**config.mk**
```make
export PLATFORM = sky130hd
export DESIGN_NAME = serial_subtractor
export DESIGN_NICKNAME = d
export VERILOG_FILES = /design/src/rtl/serial_subtractor.sv
export SDC_FILE = /design/constraint.sdc
export NUM_CORES = 1
export LEC_CHECK = 0
export CAP_MARGIN = 20
export CORE_MARGIN = 2
export CORE_UTILIZATION = 49
export CTS_BUF_LIST = sky130_fd_sc_hd__clkbuf_2
export CTS_CLUSTER_SIZE = 10
export DETAILED_ROUTE_END_ITERATION = 8
export GPL_TIMING_DRIVEN = 0
export HOLD_SLACK_MARGIN = 0.12
export PLACE_DENSITY = 0.77
export SETUP_SLACK_MARGIN = 0.3
export SYNTH_ARGS = -nofsm -noshare
export SYNTH_HDL_FRONTEND = slang
export SYNTH_SLANG_ARGS = --single-unit
```
**constraint.sdc**
```tcl
create_clock -name clk -period 1.4 [get_ports clk]
set_input_delay 0.35 -clock clk [delete_from_list [all_inputs] [get_ports clk]]
set_output_delay 0.35 -clock clk [all_outputs]
set_load 0.005 [all_outputs]
```
**src/rtl/serial_subtractor.sv**
```systemverilog
// ----------------------------------------------------------------------------
// serial_subtractor
//
// Bit-serial unsigned subtractor. Computes in_a - in_b one bit per clock,
// LSB first, through a single borrow flip-flop. An operation takes WIDTH RUN
// cycles. The result is then held in DONE until the consumer takes it.
//
// Handshake: a transfer happens on a rising clk edge where valid && ready are
// both high. in_ready and out_valid are decoded from the state register only.
// No input reaches any output combinationally.
//
// Parameters:
//   WIDTH        operand / difference width, 2..32
//
// Ports:
//   clk          rising-edge clock
//   rst_n        asynchronous active-low reset
//   in_valid     operands valid
//   in_ready     block can accept operands (high only in IDLE)
//   in_a, in_b   minuend / subtrahend, unsigned
//   out_valid    result valid (high only in DONE)
//   out_ready    consumer accepts result
//   out_diff     (in_a - in_b) mod 2^WIDTH
//   out_borrow   1 iff in_a < in_b
//   out_overflow signed overflow of in_a - in_b (only with SERIAL_SUB_OVF_EN)
//
// Optional feature: define SERIAL_SUB_OVF_EN to add the out_overflow port and
// its logic. The default build has neither the port nor the logic.
//
// The FSM state is held in the register 'state' (type state_t). Checkers can
// reach it by hierarchical reference.
// ----------------------------------------------------------------------------
module serial_subtractor #(
   parameter int WIDTH = 8
) (
   input  logic             clk,
   input  logic             rst_n,
   input  logic             in_valid,
   output logic             in_ready,
   input  logic [WIDTH-1:0] in_a,
   input  logic [WIDTH-1:0] in_b,
   output logic             out_valid,
   input  logic             out_ready,
   output logic [WIDTH-1:0] out_diff,
   output logic             out_borrow
`ifdef SERIAL_SUB_OVF_EN
   ,
   output logic             out_overflow
`endif
);

   localparam int CW = $clog2(WIDTH);

   typedef enum logic [1:0] {
      IDLE = 2'd0,
      RUN  = 2'd1,
      DONE = 2'd2
   } state_t;

   state_t           state;
   state_t           state_nxt;

   logic [WIDTH-1:0] a_sr;
   logic [WIDTH-1:0] b_sr;
   logic [WIDTH-1:0] res_sr;
   logic             bw;
   logic [CW-1:0]    cnt;

   logic             a_i;
   logic             b_i;
   logic             d_i;
   logic             bw_nxt;
   logic             accept;
   logic             last_bit;
   logic             retire;

`ifdef SERIAL_SUB_OVF_EN
   logic             a_msb;
   logic             b_msb;
`endif

   // Full-subtractor cell applied to the current LSBs.
   assign a_i    = a_sr[0];
   assign b_i    = b_sr[0];
   assign d_i    = a_i ^ b_i ^ bw;
   assign bw_nxt = (~a_i & b_i) | (~(a_i ^ b_i) & bw);

   assign accept   = (state == IDLE) && in_valid;
   assign last_bit = (state == RUN) && (cnt == CW'(WIDTH - 1));
   assign retire   = (state == DONE) && out_ready;

   // State register.
   always_ff @(posedge clk or negedge rst_n) begin
      if (!rst_n) begin
         state <= IDLE;
      end else begin
         state <= state_nxt;
      end
   end

   // Next-state logic.
   always_comb begin
      state_nxt = state;
      case (state)
         IDLE:    if (accept)   state_nxt = RUN;
         RUN:     if (last_bit) state_nxt = DONE;
         DONE:    if (retire)   state_nxt = IDLE;
         default:               state_nxt = IDLE;
      endcase
   end

   // Handshake outputs, decoded from the state register.
   always_comb begin
      in_ready  = 1'b0;
      out_valid = 1'b0;
      case (state)
         IDLE:    in_ready  = 1'b1;
         DONE:    out_valid = 1'b1;
         default: ;
      endcase
   end

   // Datapath: operand shifters, result shifter, borrow flop, bit counter
   // and the result registers.
   always_ff @(posedge clk or negedge rst_n) begin
      if (!rst_n) begin
         a_sr       <= '0;
         b_sr       <= '0;
         res_sr     <= '0;
         bw         <= 1'b0;
         cnt        <= '0;
         out_diff   <= '0;
         out_borrow <= 1'b0;
`ifdef SERIAL_SUB_OVF_EN
         a_msb        <= 1'b0;
         b_msb        <= 1'b0;
         out_overflow <= 1'b0;
`endif
      end else if (accept) begin
         a_sr   <= in_a;
         b_sr   <= in_b;
         res_sr <= '0;
         bw     <= 1'b0;
         cnt    <= '0;
`ifdef SERIAL_SUB_OVF_EN
         // The operand registers shift away their MSBs, so keep the
         // original sign bits for the overflow decision.
         a_msb <= in_a[WIDTH-1];
         b_msb <= in_b[WIDTH-1];
`endif
      end else if (state == RUN) begin
         a_sr   <= {1'b0, a_sr[WIDTH-1:1]};
         b_sr   <= {1'b0, b_sr[WIDTH-1:1]};
         res_sr <= {d_i, res_sr[WIDTH-1:1]};
         bw     <= bw_nxt;
         cnt    <= cnt + CW'(1);
         if (last_bit) begin
            // Load the result including the bit computed on this edge.
            // res_sr has not taken that bit yet.
            out_diff   <= {d_i, res_sr[WIDTH-1:1]};
            out_borrow <= bw_nxt;
`ifdef SERIAL_SUB_OVF_EN
            // d_i is the difference MSB on the final step.
            out_overflow <= (a_msb != b_msb) && (d_i != a_msb);
`endif
         end
      end else if (retire) begin
         out_diff   <= '0;
         out_borrow <= 1'b0;
`ifdef SERIAL_SUB_OVF_EN
         out_overflow <= 1'b0;
`endif
      end
   end

endmodule

```
## Word level (Yosys, flattened, before mapping)

Cells that the tools add are included.

- RAM bits: 0
- Memories kept: 0
- Output and inout port bits: 11
- Logic and storage cells: 53
- Bits in latches: 0
- Bits in read-only memories: 0
- Bits of input ports: 20
- Flip-flop bits (word level): 39

- Divide/modulo/power cells: 0
- Eq/ne operators: 6
- Multiply operators: 0
- Bitwise logic cells: 8
- Mux-type cells: 22
- $add $sub $neg: 1
- Shift-type cells: 0
- Reduce and logical (&&, ||, !) cells: 8
- Magnitude comparators: 0

Operators with widths:

| operator | number |
|---|---|
| 8-bit two-way mux | 9 |
| 1-bit two-way mux | 7 |
| 2-bit two-way mux | 3 |
| 3-bit two-way mux | 2 |
| 2-bit != test (second input constant) | 3 |
| 2-bit case mux with 3 select lines | 1 |
| 3-bit AND reduction | 2 |
| 2-bit nonzero test | 2 |
| 3-bit by 1-bit adder with 3-bit output (second input constant) | 1 |
| 3-bit == test (second input constant) | 1 |
| 1-bit logical AND | 3 |
| 1-bit NOT | 3 |
| 1-bit AND | 2 |
| 2-bit by 1-bit == test with 1-bit output (second input constant) | 1 |
| 2-bit == test (second input constant) | 1 |
| 2-bit logical NOT | 1 |
| 1-bit bitwise XOR | 2 |
| 1-bit OR | 1 |

## Logic depth before layout (Yosys ltp)

- Depth after elaboration: 6
- Gate-level depth with buffers: 6
- Gate-level depth less buffers: 5

## Worst setup path before layout

No wires, ideal clock.

- Kind: register -> register
- From: register cnt[0]
- To: register out_diff[0]
- Path slack: 0.007 ns
- Setup time: 0.099 ns
- Stages on the path, launching flop included: 6
- Arrival: 1.294 ns
- Clock period less this slack: 1.393 ns
- Required time: 1.301 ns
- Buffers on the path: 1
- Cell sequence: dfrtp_1 -> ha_1 -> ha_1 -> nor2b_4 -> buf_4 -> a311oi_1

- Word-level cells in the longest chain between the ends: 4

RTL lines:

| item | RTL line | RTL |
|---|---|---|
| from (decl) | 67 | `logic [CW-1:0] cnt;` |
| from (signal assigned) | 156 | `cnt <= cnt + CW'(1);` |
| 3-bit == test | 89 | `assign last_bit = (state == RUN) && (cnt == CW'(WIDTH - 1));` |
| 1-bit logical AND | 89 |  |
| 2-bit != test (no source line) | - |  |
| 3-bit AND reduction (no source line) | - |  |
| to (signal assigned) | 160 | `out_diff <= {d_i, res_sr[WIDTH-1:1]};` |
| to (decl) | 44 | `output logic [WIDTH-1:0] out_diff,` |

No other way between the ends.
A chain may end at the register's enable or synchronous reset.

## Worst setup path after layout

- From: register state[1]
- To: output out_valid

- Word-level cells in the longest chain between the ends: 2

RTL lines:

| item | RTL line | RTL |
|---|---|---|
| from (decl) | 60 | `state_t state;` |
| from (signal assigned) | 97 | `state <= state_nxt;` |
| 2-bit == test | 116 | `case (state)` |
| 1-bit two-way mux | 116 |  |
| to (decl) | 42 | `output logic out_valid,` |

No other way between the ends.

==> impl_metrics.csv <==
group,metric,value,unit
finish,fin_nets,277,
sta,fin_skew,0.01942,ns
setup_path,cp-start-kind,"flip-flop",
detailed_routing,via_per_inst,6.113,
power_and_ir_drop,power.net_switching,0.002516,W
synth,yosysSeqAreaShare,54.02,%
detailed_routing,drt_iter0_drc,121,
sta,rsz0062_at_grt,"yes",
global_route,grt_max_degree,39,
synth,synthCells,175,
place,dp.cells,251,
synth,synth_area,1760,um^2
global_route,grt_usage,30.08,%
clocking,numCtsBuffers,5,
sta,timing.final.crit_share,126.4,%
clocking,clkLatencyLatePin,0.43,ns
floorplanning,fp.dieW,63.94,um
outcome,failed_checks,"negative hold slack, negative setup slack",
setup_path,critical_path.n_buffers_inverters,4,
sta,tns,-6.519,ns
finish,most-common-layout-cells,"38 x dfrtp_1, 28 x buf_4, 17 x clkdlybuf4s50_1",
setup_path,cp_slowest_cell,"dfrtp_1",
synth,synth_fp_nets,198,
synth,synth_compound_area_share,15.28,%
place,dp_hpwl,2814,um
sta,timing.fmax,565.1,MHz
setup_path,arrival,1.42,ns
sta,hold_viol,31,
synth,ys.flop_type,"dfrtp_1",
global_route,grt_pass1_vias,1883,
floorplanning,pin_count,31,
power_and_ir_drop,p_leak,1.321,nW
floorplanning,die_area,4088,um^2
detailed_routing,first_pass_iters,4,
detailed_routing,drt-total-wl,6460,um
setup_path,cp_num_cells,5,
global_route,grt_overflow,0,
setup_path,cp_max_fo,3,
synth,synth_seq_cells,38,
sta,setup_viol,40,
power_and_ir_drop,clkPwrFrac,8.7,%
setup_path,rr_worst_depth,9,
detailed_routing,post_drt_wl_per_cell,21.46,um
detailed_routing,drc,0,
flow_run,max_cap_violations,0,
finish,area_growth,69.01,%
finish,final_common_cell,"dfrtp_1",
floorplanning,chipHeight,63.94,um
finish,post-route-util,87.78,%
clocking,cts.clk_slew.worst_paths,0.22,ns
clocking,root_buffer,"clkbuf_2",
synth,async_reset_ff_share,100.0,%
floorplanning,initial_utilization,51.94,%
setup_path,r2r_setup_slack,-0.23,ns
setup_path,cp-startpoint,"state[1]",
setup_path,crit_chain,"buf_6, buf_4, nand2b_4, inv_2, buf_2",
floorplanning,core,3390,um^2
power_and_ir_drop,power.internal,0.003527,W
power_and_ir_drop,seq_power_share,31.4,%
sta,slew_headroom,44.07,%
global_route,grt_pass1_wl,9301,um
clocking,h-tree-depth,2,
power_and_ir_drop,ir_drop,1.198,mV
sta,post-route-min-period,1.770,ns
setup_path,max_stage_delay,0.47,ns
synth,synth_fa_ha_area_share,2.559,%
sta,whs,-0.02149,ns
synth,synth.distinct_cells,27,
outcome,status,"finished with violations",
clocking,cts_tree,"done",
setup_path,reg2reg_to,"a_sr[6]",
setup_path,critical_path.top_delay_family,"flip-flops",
power_and_ir_drop,power.share.combinational,59.9,%
detailed_routing,vias,1840,
detailed_routing,ant_nets,0,
place,place.gp.congestion,0.7824,
finish,drive_above_1_share,54.12,%
power_and_ir_drop,power.density,2031,nW/um^2
finish,final_cells,301,
setup_path,path_class,"reg2out",
synth,synth_edf_count,0,
synth,synth_area_per_cell,10.06,um^2
floorplanning,rows,21,
global_route,antenna_found_initial,0,
clocking,cts_max_path_buffers,2,
setup_path,crit_required,1.05,ns
synth,ys_warn_count,0,
setup_path,reg2reg_from,"state[0]",
sta,slew_violations,0,
synth,synth_top_family_by_area,"simple AND/OR/NAND/NOR gates",
sta,tightest_slew,0.8389,ns
place,io_buffers,30,
setup_path,endpoint,"out_valid",
sta,worst_slack,-0.3696,ns
synth,synth_xor_area_share,0,%
synth,synthMuxAreaShare,0,%
setup_path,cp-end-kind,"output pin",
min_path,hold_path.class,"in2async",
finish,fillerInstances,157,
finish,antenna_cells,0,
clocking,clock_sinks,38,
synth,synthSimpleGateAreaFrac,21.82,%
power_and_ir_drop,switching_share,41.64,%
-- worst min-delay path by stage --
stage / startpoint / end / slack (ns)
5_1_grt: rst_n / res_sr[4] / 0.05
6_report: rst_n / out_diff[4] / -0.02
3_3_place_gp: b_sr[7] / b_sr[7] / 0.48
4_1_cts: rst_n / out_diff[4] / 0.05
2_1_floorplan: rst_n / a_sr[0] / 0.05
3_5_place_dp: rst_n / cnt[0] / 0.49
-- sequential cells by signal, indices dropped and copies added (netlist names) --
name / flops
a_sr: 8
b_sr: 8
out_diff: 8
res_sr: 7
cnt: 3
state: 2
bw: 1
out_borrow: 1
-- power groups by stage --
stage / combinational, W / sequential, W / clock (W)
floorplan: 0.00141 / 0.00175 / 0
global placement: 0.00186 / 0.00178 / 0
detailed placement: 0.00197 / 0.00181 / 0
CTS: 0.00295 / 0.00180 / 0.000489
global route: 0.00382 / 0.00193 / 0.000568
finish: 0.00362 / 0.00190 / 0.000527
-- cell usage after synthesis (2+ instances only) --
library cell	instances	area [um^2]
a21oi_1	10	50.05
a221o_1	2	20.02
a22o_1	3	26.28
a311oi_1	7	61.31
a32o_1	2	20.02
buf_2	2	10.01
buf_4	4	30.03
buf_6	2	22.52
clkbuf_1	4	15.01
dfrtp_1	38	950.9
ha_1	2	25.02
inv_1	8	30.03
nand2_1	6	22.52
nand2b_1	6	37.54
nor2_1	23	86.33
nor3_1	24	120.1
nor3b_1	12	90.09
o21ai_0	5	25.02
o22ai_1	7	43.79
-- cell type report --
| class | instances | area, um^2 | area share, % |
|---|---|---|---|
| Timing Repair Buffer | 72 | 646.9 | 21.74 |
| Buffer | 13 | 176.4 | 5.929 |
| Inverter | 8 | 30.03 | 1.009 |
| Clock buffer | 5 | 25.02 | 0.8410 |
| Tap cell | 46 | 57.56 | 1.934 |
| Clock inverter | 3 | 16.27 | 0.5467 |
| Sequential cell | 38 | 950.9 | 31.96 |
| Multi-Input combinational cell | 116 | 1072 | 36.04 |
-- kinds of logic after synthesis --
family / Yosys count
buffers and inverters: 21
and+or+nand+nor: 74
adders and majority gates: 3
DFF: 38
AOI/OAI and AO/OA: 39
-- per-stage QoR --
| step | instance area (um^2) | total power (W) | setup slack, ns |
|---|---|---|---|
| 2_1_floorplan | 1832 | 0.003162 | 0.1211 |
| 3_3_place_gp | 2190 | 0.003649 | -0.8278 |
| 3_5_place_dp | 2185 | 0.003776 | -0.4253 |
| 4_1_cts | 2740 | 0.005241 | -0.2709 |
| 5_1_grt | 2975 | 0.006317 | -0.3996 |
| 6_report | 2975 | 0.006043 | -0.3696 |
-- repair_timing --
action | CTS | global route
resized for setup | 120 | 31
endpoints found under the setup margin | 49 | 49
pin swaps | 21 | 23
buffers inserted | 27 | 11
cloned | 3 | 1
hold endpoints to repair | 38 | 38
-- per-layer routing --
layer	part of all wire (%)	global-route usage, %	up-vias
li1	-	-	779
met1	39	35.12	945
met2	52	53.26	81
met3	4.4	5.282	35
met4	4.3	14.13	0
met5	0	0	-
No activity file was read; power rests on OpenSTA's default activity.
